<file path="src/rtl/posit_special_core.sv">
// posit_special_core: special-value detection and unnormalized arithmetic core
// for posit add/sub/mul/div. One registered stage; data outputs hold while idle.
// Optional feature macro: POSIT_CORE_DIV_EN builds the mantissa divider. When it
// is not defined, op=11 is reported as a special case returning NaR.
module posit_special_core #(
  parameter int N  = 16,
  parameter int ES = 1,
  localparam int M  = N - 2,
  localparam int TE = ES + $clog2(N) + 2
) (
  input  logic                 clk,
  input  logic                 rst,
  input  logic                 in_valid,
  input  logic [N-1:0]         p1,
  input  logic [N-1:0]         p2,
  input  logic [1:0]           op,
  input  logic signed [TE-1:0] te1,
  input  logic signed [TE-1:0] te2,
  input  logic [M-1:0]         mant1,
  input  logic [M-1:0]         mant2,
  output logic                 out_valid,
  output logic                 is_special,
  output logic [N-1:0]         pout_special,
  output logic                 sign_out,
  output logic signed [TE:0]   te_out,
  output logic [2*M-1:0]       mant_out
);

  localparam logic [N-1:0] NAR    = {1'b1, {(N-1){1'b0}}};
  localparam int           SW     = TE + 1;
  localparam logic [TE:0]  SH_LIM = SW'(2*M);

  typedef enum logic [1:0] {OP_ADD = 2'b00, OP_SUB = 2'b01, OP_MUL = 2'b10, OP_DIV = 2'b11} op_e;

  typedef struct packed {
    logic                 spec;
    logic [N-1:0]         pout;
    logic                 sgn;
    logic signed [TE:0]   te;
    logic [2*M-1:0]       mant;
  } res_t;

  op_e  op_s;
  assign op_s = op_e'(op);

  logic         s1, s2;
  logic         p1_zero, p2_zero, p1_nar, p2_nar;
  logic         spec_c;
  logic [N-1:0] pout_c;

  logic signed [TE:0] te1x, te2x, ted, te_big;
  logic [TE:0]        shamt;
  logic               op1_big, eff_add;
  logic [2*M-1:0]     ext1, ext2, big, sml, sml_sh, prod;
  logic               sgn_c;
  logic signed [TE:0] te_c;
  logic [2*M-1:0]     mant_c;

`ifdef POSIT_CORE_DIV_EN
  logic [3*M-3:0] dividend, divisor, quot;
  logic           div_unused;
  assign div_unused = ^quot[3*M-3:2*M];
`endif

  res_t res_d, res_q;
  logic vld_d, vld_q;

  assign s1 = p1[N-1];
  assign s2 = p2[N-1];

  // Zero/NaR detection and the special-case result chosen by priority
  always_comb begin
    p1_zero = (p1 == '0);
    p2_zero = (p2 == '0);
    p1_nar  = (p1 == NAR);
    p2_nar  = (p2 == NAR);
    spec_c  = p1_zero | p2_zero | p1_nar | p2_nar;
`ifndef POSIT_CORE_DIV_EN
    if (op_s == OP_DIV) spec_c = 1'b1;
`endif
    pout_c = '0;
    if (p1_nar || p2_nar) begin
      pout_c = NAR;
    end else begin
      case (op_s)
        OP_ADD:  pout_c = p1_zero ? p2 : (p2_zero ? p1 : '0);
        OP_SUB:  pout_c = p1_zero ? (-p2) : (p2_zero ? p1 : '0);
        OP_MUL:  pout_c = '0;
`ifdef POSIT_CORE_DIV_EN
        OP_DIV:  pout_c = p2_zero ? NAR : '0;
`else
        OP_DIV:  pout_c = NAR;
`endif
        default: pout_c = '0;
      endcase
    end
    if (!spec_c) pout_c = '0;
  end

  // Normal path: align-and-add/sub, multiply, or divide the mantissas
  always_comb begin
    te1x    = {te1[TE-1], te1};
    te2x    = {te2[TE-1], te2};
    ted     = te1x - te2x;
    op1_big = (te1 > te2) || ((te1 == te2) && (mant1 >= mant2));
    shamt   = ted[TE] ? -ted : ted;
    ext1    = {1'b0, mant1, {(M-1){1'b0}}};
    ext2    = {1'b0, mant2, {(M-1){1'b0}}};
    big     = op1_big ? ext1 : ext2;
    sml     = op1_big ? ext2 : ext1;
    te_big  = op1_big ? te1x : te2x;
    // Shifts at or beyond the full width flush the smaller operand to zero
    sml_sh  = (shamt >= SH_LIM) ? '0 : (sml >> shamt);
    eff_add = ((op_s == OP_ADD) && (s1 == s2)) || ((op_s == OP_SUB) && (s1 != s2));
    prod    = {{M{1'b0}}, mant1} * {{M{1'b0}}, mant2};
`ifdef POSIT_CORE_DIV_EN
    dividend = {mant1, {(2*M-2){1'b0}}};
    divisor  = {{(2*M-2){1'b0}}, mant2};
    quot     = dividend / divisor;
`endif
    sgn_c  = s1 ^ s2;
    te_c   = '0;
    mant_c = '0;
    case (op_s)
      OP_ADD, OP_SUB: begin
        mant_c = eff_add ? (big + sml_sh) : (big - sml_sh);
        te_c   = te_big;
        // Operand 2 in a subtraction contributes with its sign flipped
        sgn_c  = op1_big ? s1 : ((op_s == OP_SUB) ? ~s2 : s2);
        if (!eff_add && (mant_c == '0)) sgn_c = 1'b0;
      end
      OP_MUL: begin
        mant_c = prod;
        te_c   = te1x + te2x;
      end
      OP_DIV: begin
`ifdef POSIT_CORE_DIV_EN
        mant_c = quot[2*M-1:0];
        te_c   = ted;
`else
        mant_c = '0;
        te_c   = '0;
`endif
      end
      default: begin
        mant_c = '0;
        te_c   = '0;
      end
    endcase
  end

  // Capture a new result on in_valid, otherwise hold the last one
  always_comb begin
    res_d = res_q;
    vld_d = in_valid;
    if (in_valid) begin
      res_d.spec = spec_c;
      res_d.pout = pout_c;
      res_d.sgn  = sgn_c;
      res_d.te   = te_c;
      res_d.mant = mant_c;
    end
  end

  // Output register; reset clears everything and drops any pending result
  always_ff @(posedge clk) begin
    if (rst) begin
      res_q <= '0;
      vld_q <= 1'b0;
    end else begin
      res_q <= res_d;
      vld_q <= vld_d;
    end
  end

  assign out_valid    = vld_q;
  assign is_special   = res_q.spec;
  assign pout_special = res_q.pout;
  assign sign_out     = res_q.sgn;
  assign te_out       = res_q.te;
  assign mant_out     = res_q.mant;

endmodule

</file>
<file path="config.mk">
export PLATFORM = sky130hd
export DESIGN_NAME = posit_special_core
export DESIGN_NICKNAME = d
export VERILOG_FILES = /design/src/rtl/posit_special_core.sv
export SDC_FILE = /design/constraint.sdc
export NUM_CORES = 1
export LEC_CHECK = 0
export ABC_CLOCK_PERIOD_IN_PS = 8200
export BUFFER_PORTS_ARGS = -buffer_cell sky130_fd_sc_hd__buf_4
export CORE_UTILIZATION = 30
export DETAILED_ROUTE_END_ITERATION = 6
export GPL_TIMING_DRIVEN = 0
export SYNTH_ARGS = -nofsm -noshare
export SYNTH_HDL_FRONTEND = slang
export SYNTH_SLANG_ARGS = --single-unit
</file>
<file path="constraint.sdc">
create_clock -name clk -period 8.2 [get_ports clk]
set_input_delay 0.82 -clock clk [delete_from_list [all_inputs] [get_ports clk]]
set_output_delay 0.82 -clock clk [all_outputs]
set_load 0.01 [all_outputs]
</file>
==> run_results.csv, run 1 <==
group,metric,value,unit
power_and_ir_drop,power_leakage,0.00759,uW
synth,synthMuxAreaShare,3.26,%
die,dieArea,47600,um2
placement,pre_cts_ws,-866,ps
placement,portBuffers,128,
power_and_ir_drop,max-vdd-ir-drop,0.284,mV
placement,gp_congestion,0.918,
timing,worst_slew_pin_slew,1210,ps
placement,place_hpwl,43700,um
route,drc,0,
route,avgViaCountPerCell,5.55,
cells_and_area,final_cell_mix,"inv_1 (211), nand2_1 (191), nor2_1 (169), buf_4 (155), ha_1 (149)",
route,drt_wl_total,53900,um
setup_path,critPathKind,"in2reg",
cts,clk-insertion-delay-late,300,ps
synth,synth_warnings,0,
setup_path,max_stage_delay,560,ps
synth,synth-main-ff-cell,"dfxtp_1",
timing,slew-limit-headroom,18.0,%
synth,avgSynthCellArea,7.76,um2
global_route,grt_pass1_vias,14000,
setup_path,critical_path.slowest_cell,"fa_2",
worst_hold_path,hold_path_depth,2,
setup_path,setup.worst_path.end_class,"flop",
global_route,grt_use_total,22.4,%
setup_path,cp.required,8400,ps
timing,timing.final.max_slew_violations,0,
synth,synth_area,14000,um2
cells_and_area,final_nets,2337,
route,drtAntennaViolNets,0,
cells_and_area,syn_to_final_growth,17.4,%
job,drv_cap,0,
setup_path,critPathMostFrequentCell,"o21ai_1",
synth,syn_nets,2182,
synth,synth_top_family_by_area,"adder cells",
setup_path,reg2regPathDepth,4,
power_and_ir_drop,total_power,5440,uW
cells_and_area,diodes,0,
cts,h-tree-depth,2,
timing,setup_viol,0,
setup_path,startpoint_type,"input pin",
synth,ys_seq_area_share,7.85,%
cts,clk_path_buf_depth,2,
timing,max_freq,126,MHz
outcome,outcome,"complete, no violations",
synth,synth_seq_cells,55,
synth,ys_types,102,
cts,clkSinkCount,55,
timing,hold_violations,0,
timing,fin_worst_skew,0,ps
cells_and_area,post-route-util,36.0,%
power_and_ir_drop,powerDensity,330,nW/um2
timing,setup_tns,0,ps
synth,synth_compound_area_share,19.7,%
cts,ctsHoldBuffers,0,
route,drtIter0Drc,1231,
route,firstDrtPassIters,5,
die,rows,78,
cts,numCtsBuffers,5,
setup_path,critical_path_peak_fanout,10,
setup_path,worstPathArrival,8160,ps
cells_and_area,drive_gt1_share,15.4,%
synth,syn_inst,1808,
cts,clkTransAtPathRegs,70,ps
cells_and_area,n_fill_cell,4755,
global_route,grt_max_degree,21,
worst_hold_path,hold_class,"reg2reg",
die,die_w,218,um
cells_and_area,final_common_cell,"inv_1",
synth,synthAdderAreaFrac,34.0,%
synth,synth_edf_count,0,
route,wl_per_cell,21.0,um
synth,synth-xor-area-share,4.92,%
route,vias,14200,
global_route,antenna_found_initial,0,
die,core,45800,um2
timing,min_period_over_period,97.1,%
cells_and_area,fin_cells,2564,
timing,rsz0062_at_grt,"true",
cts,cts_tree,"yes",
die,start_util,30.6,%
synth,yosys.area_share.simple,21.5,%
synth,async_reset_ff_share,0,%
cts,cts_root_buffer,"clkbuf_16",
global_route,overflow,0,
timing,setup_ws,241,ps
die,io_pins,134,
timing,period_minus_slack,7960,ps
die,die_y,218,um
global_route,grt_pass1_wl,82700,um
placement,placed_cells,2536,
-- Yosys cell counts, types with 7 or more instances --
master	n	area share, %
mux2i_1	24	1.7
and3_1	22	0.98
o21ai_1	11	0.39
buf_2	10	0.36
buf_4	7	0.37
clkbuf_1	72	1.9
a21o_1	26	1.4
or2_2	8	0.36
xnor2_1	48	3.0
a31oi_1	18	0.80
nand4_1	10	0.45
xor2_1	29	1.8
inv_1	212	5.7
fa_1	144	21
a211oi_1	23	1.2
mux4_2	7	1.1
nor3_1	44	1.6
a22oi_1	9	0.48
and2_1	76	3.4
or3_1	10	0.45
dfxtp_1	55	7.9
nor2_1	169	4.5
a21oi_2	8	0.50
nand2_1	192	5.1
ha_1	151	13
a21oi_1	108	3.9
o22ai_1	12	0.54
nand3_1	35	1.2
a22o_1	7	0.44
nand2b_1	10	0.45
nor4_1	12	0.54
o221ai_1	17	1.1
a211o_1	9	0.56
o21ai_0	69	2.5
nor2b_1	7	0.31
-- per-stage QoR --
stage	hold WS [ps]	cell area (um2)
2_1_floorplan	494	14000
3_3_place_gp	472	15700
3_5_place_dp	474	15700
4_1_cts	485	16100
5_1_grt	500	16500
6_report	486	16500
-- kinds of logic (layout without fill, tap and decap cells) --
logic type,count (synthesis),after routing
AND/OR/NAND/NOR,628,629
AO/OA/AOI/OAI,407,407
buffers and inverters,309,464
adder cells (fa/ha/maj),295,295
XOR/XNOR,78,78
flip-flops,55,55
multiplexers,36,36
-- critical path, delay by kind of cell --
family          cells  cell delay (ps)
compound gates     20             3530
xor+xnor            2              420
fa+ha+maj           4             1310
buf+inv             7              870
mux                 1              520
simple gates        4              660
-- metal layers --
| metal | GRT usage [%] | up-vias | routed length [um] |
|---|---|---|---|
| li1 | - | 6496 | - |
| met1 | 31.9 | 7013 | 24200 |
| met2 | 35.6 | 642 | 23900 |
| met3 | 3.55 | 85 | 4790 |
| met4 | 3.96 | 0 | 994 |
| met5 | 0 | - | 0 |
-- final cells by class --
| type | count | area [um2] | share of cell area (%) |
|---|---|---|---|
| multi-input cells | 1445 | 12100 | 73.5 |
| repair buffers | 147 | 1100 | 6.70 |
| flip-flops and latches | 55 | 1100 | 6.69 |
| inverters | 214 | 803 | 4.88 |
| well taps | 600 | 751 | 4.56 |
| plain buffers | 95 | 448 | 2.72 |
| clock buffers | 5 | 125 | 0.760 |
| clock inverters | 3 | 33.8 | 0.205 |
-- worst paths after layout --
path / from / end / slack [ps]
worst max-delay path: te1[0] / mant_out[27]$_SDFFE_PP0P_ / 240
worst min-delay path: mant_out[9]$_SDFFE_PP0P_ / mant_out[9]$_SDFFE_PP0P_ / 490
worst max register to register: sign_out$_SDFFE_PP0P_ / sign_out$_SDFFE_PP0P_ / 7420
worst min register to register: mant_out[9]$_SDFFE_PP0P_ / mant_out[9]$_SDFFE_PP0P_ / 490
-- sequential cells by signal (all words and copies together), names as in the netlist --
register and count:
mant_out 28, pout_special 16, out_valid 1, sign_out 1, is_special 1, te_out 8
-- power breakdown --
| part | leakage [uW] | switching, uW | internal [uW] |
|---|---|---|---|
| registers | 0.000452 | 35.4 | 312 |
| clock network | 0.0000776 | 112 | 118 |
| logic | 0.00706 | 2850 | 2010 |
-- what timing repair did --
item / 4_1_cts / 5_1_grt
cloned: 0 / 1
pin swaps: 10 / 17
hold endpoints to repair: 0 / 0
endpoints found under the setup margin: 5 / 6
buffers inserted: 7 / 12
gates resized for setup: 41 / 67
(Power assumes the default switching activity.)
==> run 2: changes to the inputs <==
--- a/config.mk
+++ b/config.mk
@@ -6,10 +6,11 @@
 export NUM_CORES = 1
 export LEC_CHECK = 0
 export ABC_CLOCK_PERIOD_IN_PS = 8200
-export BUFFER_PORTS_ARGS = -buffer_cell sky130_fd_sc_hd__buf_4
+export BUFFER_PORTS_ARGS = -buffer_cell sky130_fd_sc_hd__buf_2
 export CORE_UTILIZATION = 30
 export DETAILED_ROUTE_END_ITERATION = 6
 export GPL_TIMING_DRIVEN = 0
+export REMOVE_ABC_BUFFERS = 1
 export SYNTH_ARGS = -nofsm -noshare
 export SYNTH_HDL_FRONTEND = slang
 export SYNTH_SLANG_ARGS = --single-unit
==> run 2 against run 1 <==
Against the previous run: first-iteration DRC count fell by 32%; sequential power barely moved; sequential share of layout area rose by 0.17 points; die area did not move; non-clock buffer count fell by 68; highest routed layer unchanged.
==> run_results.csv, run 2 (synthesis gave the netlist of run 1 again) <==
group,metric,value,unit
outcome,outcome,"complete, no violations",
global_route,overflow,0,
setup_path,cp_num_cells,36,
route,firstDrtPassIters,5,
cts,h-tree-depth,2,
route,drc,0,
setup_path,cp.required,8400,ps
setup_path,path_delay_family,"compound AO/OA/AOI/OAI gates",
timing,min_period_over_period,97.3,%
cells_and_area,final_common_cell,"inv_1",
setup_path,crit_start,"te1[0]",
cts,clk-insertion-delay-late,300,ps
timing,max_freq,125,MHz
global_route,antenna_found_initial,0,
cts,cts_root_buffer,"clkbuf_16",
global_route,grt_pass1_wl,75900,um
timing,fin_worst_hold_slack,479,ps
cells_and_area,final_area,16100,um2
route,drtIter0Drc,843,
setup_path,worstPathArrival,8170,ps
power_and_ir_drop,powerDensity,329,nW/um2
power_and_ir_drop,power_leakage,0.00745,uW
timing,setup_ws,222,ps
cells_and_area,multi_input_area,12300,um2
die,die_w,218,um
timing,setup_tns,0,ps
cells_and_area,diodes,0,
cts,clkSinkCount,55,
cts,numCtsBuffers,5,
cells_and_area,final_nets,2271,
route,drt_wl_total,48600,um
placement,gp_congestion,0.961,
cts,cts_tree,"yes",
placement,place_hpwl,36200,um
cells_and_area,register_area,1100,um2
setup_path,reg2regPathDepth,4,
setup_path,timing.rr.end,"sign_out$_SDFFE_PP0P_",
worst_hold_path,hold_class,"reg2reg",
die,dieArea,47600,um2
cells_and_area,n_fill_cell,4867,
setup_path,r2r-start,"sign_out$_SDFFE_PP0P_",
cts,clkTransAtPathRegs,80,ps
setup_path,reg2reg_slack,7360,ps
setup_path,critPathCapture,"sign_out$_SDFFE_PP0P_",
die,rows,78,
route,drtAntennaViolNets,0,
timing,timing.final.max_slew_violations,0,
timing,slew-limit-headroom,11.3,%
die,core,45800,um2
placement,portBuffers,133,
cells_and_area,largest_reg_flops,28,
cts,clk_path_buf_depth,2,
die,die_y,218,um
timing,worst_slew_pin_slew,1310,ps
setup_path,critPathKind,"in2reg",
job,drv_cap,0,
power_and_ir_drop,total_power,5290,uW
timing,hold_violations,0,
setup_path,startpoint_type,"input pin",
route,avgViaCountPerCell,5.45,
timing,setup_viol,0,
placement,pre_cts_ws,-2080,ps
setup_path,critical_path.slowest_cell,"or4_4",
route,vias,13600,
global_route,grt_use_total,20.1,%
global_route,grt_max_degree,70,
timing,fin_worst_skew,0,ps
setup_path,max_stage_delay,630,ps
cells_and_area,final_cell_mix,"inv_1 (211), nand2_1 (191), nor2_1 (167), ha_1 (144), fa_1 (143)",
die,io_pins,134,
cts,ctsHoldBuffers,0,
setup_path,critical_path_peak_fanout,10,
cells_and_area,syn_to_final_growth,14.5,%
timing,period_minus_slack,7980,ps
placement,placed_area,15100,um2
route,wl_per_cell,19.5,um
power_and_ir_drop,max-vdd-ir-drop,0.256,mV
global_route,grt_pass1_vias,13800,
setup_path,worst-path-buf-inv,5,
setup_path,setup.worst_path.end_class,"flop",
cells_and_area,drive_gt1_share,16.5,%
die,start_util,30.6,%
-- run 2: changes by cell type in the layout (fill, tap and decap cells not counted), sizes merged --
cell      previous run  this run
and3                22        23
nand2              194       195
clkbuf              76        11
clkinvlp             0         2
nand3               36        37
inv                215       212
buf                171       169
nor3                46        45
-- run 2: cell type report --
| class | count | share of cell area [%] |
|---|---|---|
| flip-flops and latches | 55 | 6.85 |
| multi-input cells | 1447 | 76.3 |
| repair buffers | 174 | 6.25 |
| clock inverters | 2 | 0.0779 |
| inverters | 214 | 5.02 |
| well taps | 600 | 4.67 |
| clock buffers | 6 | 0.802 |
-- run 2: worst min-delay path by stage --
stage,startpoint,end,cells after the start,slack (ps)
finish,mant_out[9]$_SDFFE_PP0P_,mant_out[9]$_SDFFE_PP0P_,2,480
global route,pout_special[15]$_SDFFE_PP0P_,pout_special[15]$_SDFFE_PP0P_,2,500
CTS,te_out[7]$_SDFFE_PP0P_,te_out[7]$_SDFFE_PP0P_,2,480
detailed placement,te_out[7]$_SDFFE_PP0P_,te_out[7]$_SDFFE_PP0P_,2,460
global placement,mant_out[25]$_SDFFE_PP0P_,mant_out[25]$_SDFFE_PP0P_,2,460
floorplan,te_out[7]$_SDFFE_PP0P_,te_out[7]$_SDFFE_PP0P_,2,490
-- run 2: timing repair --
item | 4_1_cts | 5_1_grt
gates cloned | 1 | 2
endpoints found under the hold margin | 0 | 0
endpoints found under the setup margin | 11 | 6
setup buffers | 12 | 27
pin swaps | 11 | 25
resized for setup | 48 | 60
-- run 2: through the flow --
stage,utilization (%),instances
finish,35.1,2498
global route,35.1,2498
CTS,34.0,2469
detailed placement,32.9,2448
global placement,32.8,2446
floorplan,-,1713
-- run 2: where the power goes --
| group | switching, uW | total (uW) | internal [uW] |
|---|---|---|---|
| combinational | 2730 | 4710 | 1980 |
| clock | 118 | 232 | 114 |
| sequential | 34.9 | 347 | 312 |
| total | 2880 | 5290 | 2400 |
-- run 2: per-layer routing --
metal  global-route usage, %  vias up  share of wire [%]
met5                       0        -                  0
met4                    5.36        0                2.7
met2                    34.2      453                 47
li1                        -     6353                  -
met1                    27.0     6741                 44
met3                    2.05       69                5.7
-- run 2: worst min-delay path, stage by stage (launching register included) --
cell and delay (ps):
dfxtp_1 310, nor2_1 80, nor3_1 50
==> run 3: changes to the inputs <==
--- a/config.mk
+++ b/config.mk
@@ -10,6 +10,7 @@
 export CORE_UTILIZATION = 30
 export DETAILED_ROUTE_END_ITERATION = 6
 export GPL_TIMING_DRIVEN = 0
+export PLACE_DENSITY_LB_ADDON = 0.05
 export REMOVE_ABC_BUFFERS = 1
 export SYNTH_ARGS = -nofsm -noshare
 export SYNTH_HDL_FRONTEND = slang
==> run 3 against run 2 <==
Against the previous run: wire length grew 8.0%; total power rose by 3.5%; non-clock buffer count up 22; clock power grew 7%; largest cell class unchanged.
==> run_results.csv, run 3 (synthesis gave the netlist of run 1 again) <==
group,metric,value,unit
cells_and_area,final_nets,2294,
job,drv_cap,0,
timing,max_freq,126,MHz
cells_and_area,largest_reg_flops,28,
die,core,45800,um2
cts,clk_path_buf_depth,2,
setup_path,critPathMostFrequentCell,"a21oi_2",
placement,portBuffers,133,
die,rows,78,
global_route,grt_use_total,22.4,%
timing,hold_violations,0,
timing,min_period_over_period,97.2,%
cts,ctsHoldBuffers,0,
setup_path,timing.rr.end,"sign_out$_SDFFE_PP0P_",
timing,period_minus_slack,7970,ps
cells_and_area,diodes,0,
cts,cts_tree,"yes",
global_route,top_usage_layer,"met2",
global_route,grt_pass1_vias,13600,
setup_path,max_stage_delay,600,ps
cts,clkSinkCount,55,
cells_and_area,syn_to_final_growth,17.2,%
cells_and_area,post-route-util,35.9,%
global_route,grt_pass1_wl,81800,um
setup_path,critPathCapture,"sign_out$_SDFFE_PP0P_",
power_and_ir_drop,powerDensity,333,nW/um2
worst_hold_path,hold_class,"reg2reg",
setup_path,worstPathArrival,8170,ps
global_route,antenna_found_initial,1,
placement,placed_cells,2447,
cells_and_area,register_area,1100,um2
route,drt_wl_total,52500,um
global_route,met1_usage,30.6,%
cts,cts_root_buffer,"clkbuf_16",
outcome,outcome,"complete, no violations",
cts,h-tree-depth,2,
global_route,overflow,0,
cts,clkTransAtPathRegs,90,ps
die,die_w,218,um
setup_path,crit_start,"te2[3]",
setup_path,critical_path_peak_fanout,13,
timing,timing.final.max_slew_violations,0,
setup_path,reg2regPathDepth,4,
setup_path,reg2reg_slack,7410,ps
cts,clk-insertion-delay-late,330,ps
cells_and_area,final_cell_mix,"inv_1 (210), nand2_1 (190), nor2_1 (167), fa_1 (143), ha_1 (143)",
setup_path,setup.worst_path.end_class,"flop",
cells_and_area,fin_cells,2521,
setup_path,critPathKind,"in2reg",
cells_and_area,final_common_cell,"inv_1",
setup_path,critical_path.slowest_cell,"or4_4",
route,avgViaCountPerCell,5.32,
placement,place_hpwl,38500,um
timing,fin_worst_hold_slack,480,ps
route,wl_per_cell,20.8,um
power_and_ir_drop,max-vdd-ir-drop,0.235,mV
setup_path,r2r-start,"sign_out$_SDFFE_PP0P_",
placement,gp_congestion,0.905,
die,die_y,218,um
route,firstDrtPassIters,5,
cells_and_area,n_fill_cell,4892,
route,drc,0,
setup_path,cp.required,8400,ps
timing,slew-limit-headroom,15.9,%
setup_path,startpoint_type,"input pin",
timing,fin_worst_skew,0,ps
cells_and_area,multi_input_area,12400,um2
route,vias,13400,
die,start_util,30.6,%
die,dieArea,47600,um2
global_route,use_met2,38.2,%
timing,worst_slew_pin_slew,1260,ps
cts,numCtsBuffers,5,
timing,setup_tns,0,ps
global_route,grt.met3_usage,1.42,%
route,drtIter0Drc,805,
route,drtAntennaViolNets,0,
global_route,grt_max_degree,70,
power_and_ir_drop,power_leakage,0.00761,uW
timing,setup_viol,0,
die,io_pins,134,
cells_and_area,drive_gt1_share,18.5,%
-- run 3: how the worst min path moves through the flow --
stage / startpoint / end / slack, ps / cells after the start
2_1_floorplan: te_out[7]$_SDFFE_PP0P_ / te_out[7]$_SDFFE_PP0P_ / 490 / 2
3_3_place_gp: pout_special[15]$_SDFFE_PP0P_ / pout_special[15]$_SDFFE_PP0P_ / 460 / 2
3_5_place_dp: te_out[7]$_SDFFE_PP0P_ / te_out[7]$_SDFFE_PP0P_ / 460 / 2
4_1_cts: pout_special[15]$_SDFFE_PP0P_ / pout_special[15]$_SDFFE_PP0P_ / 480 / 2
5_1_grt: mant_out[0]$_SDFFE_PP0P_ / mant_out[0]$_SDFFE_PP0P_ / 510 / 2
6_report: te_out[7]$_SDFFE_PP0P_ / te_out[7]$_SDFFE_PP0P_ / 480 / 2
-- run 3: report_power, final --
part           internal (uW)  leakage (uW)  total [uW]  switching [uW]
Sequential               312      0.000452         344            31.6
Combinational           2020       0.00708        4880            2850
Clock                    117     0.0000719         249             132
-- run 3: critical path, delay by kind of cell --
| kind | cells | cell delay, ps |
|---|---|---|
| simple gates | 10 | 2360 |
| fa+ha+maj | 2 | 710 |
| buf+inv | 4 | 500 |
| mux | 1 | 590 |
| compound gates | 15 | 2770 |
| xor+xnor | 2 | 410 |
-- run 3: area by class of cell --
class                           instances  area share [%]
Clock buffer                            5           0.761
Clock inverter                          3           0.167
Inverter                              214            4.91
Multi-Input combinational cell       1448            75.4
Sequential cell                        55            6.70
Tap cell                              600            4.57
Timing Repair Buffer                  196            7.50
-- run 3: metrics by stage --
step                instance area (um2)  worst slack (ps)  power [uW]
detailed placement                15100             -2420        4840
global route                      16400             -37.6        6120
floorplan                         13600              72.1        3550
global placement                  15000             -2420        4860
finish                            16400               234        5470
CTS                               15900             -29.3        5330
-- run 3: layer usage --
layer  part of all wire, %  wire, um
met1                    47     24500
met2                    48     25200
met3                   3.0      1560
met4                   2.3      1220
met5                     0         0
-- run 3: what timing repair did --
item / in CTS / in global routing
buffers inserted: 29 / 33
endpoints found under the setup margin: 13 / 4
pin swaps: 25 / 32
resized for setup: 74 / 65
cloned: 4 / 0
hold endpoints to repair: 0 / 0
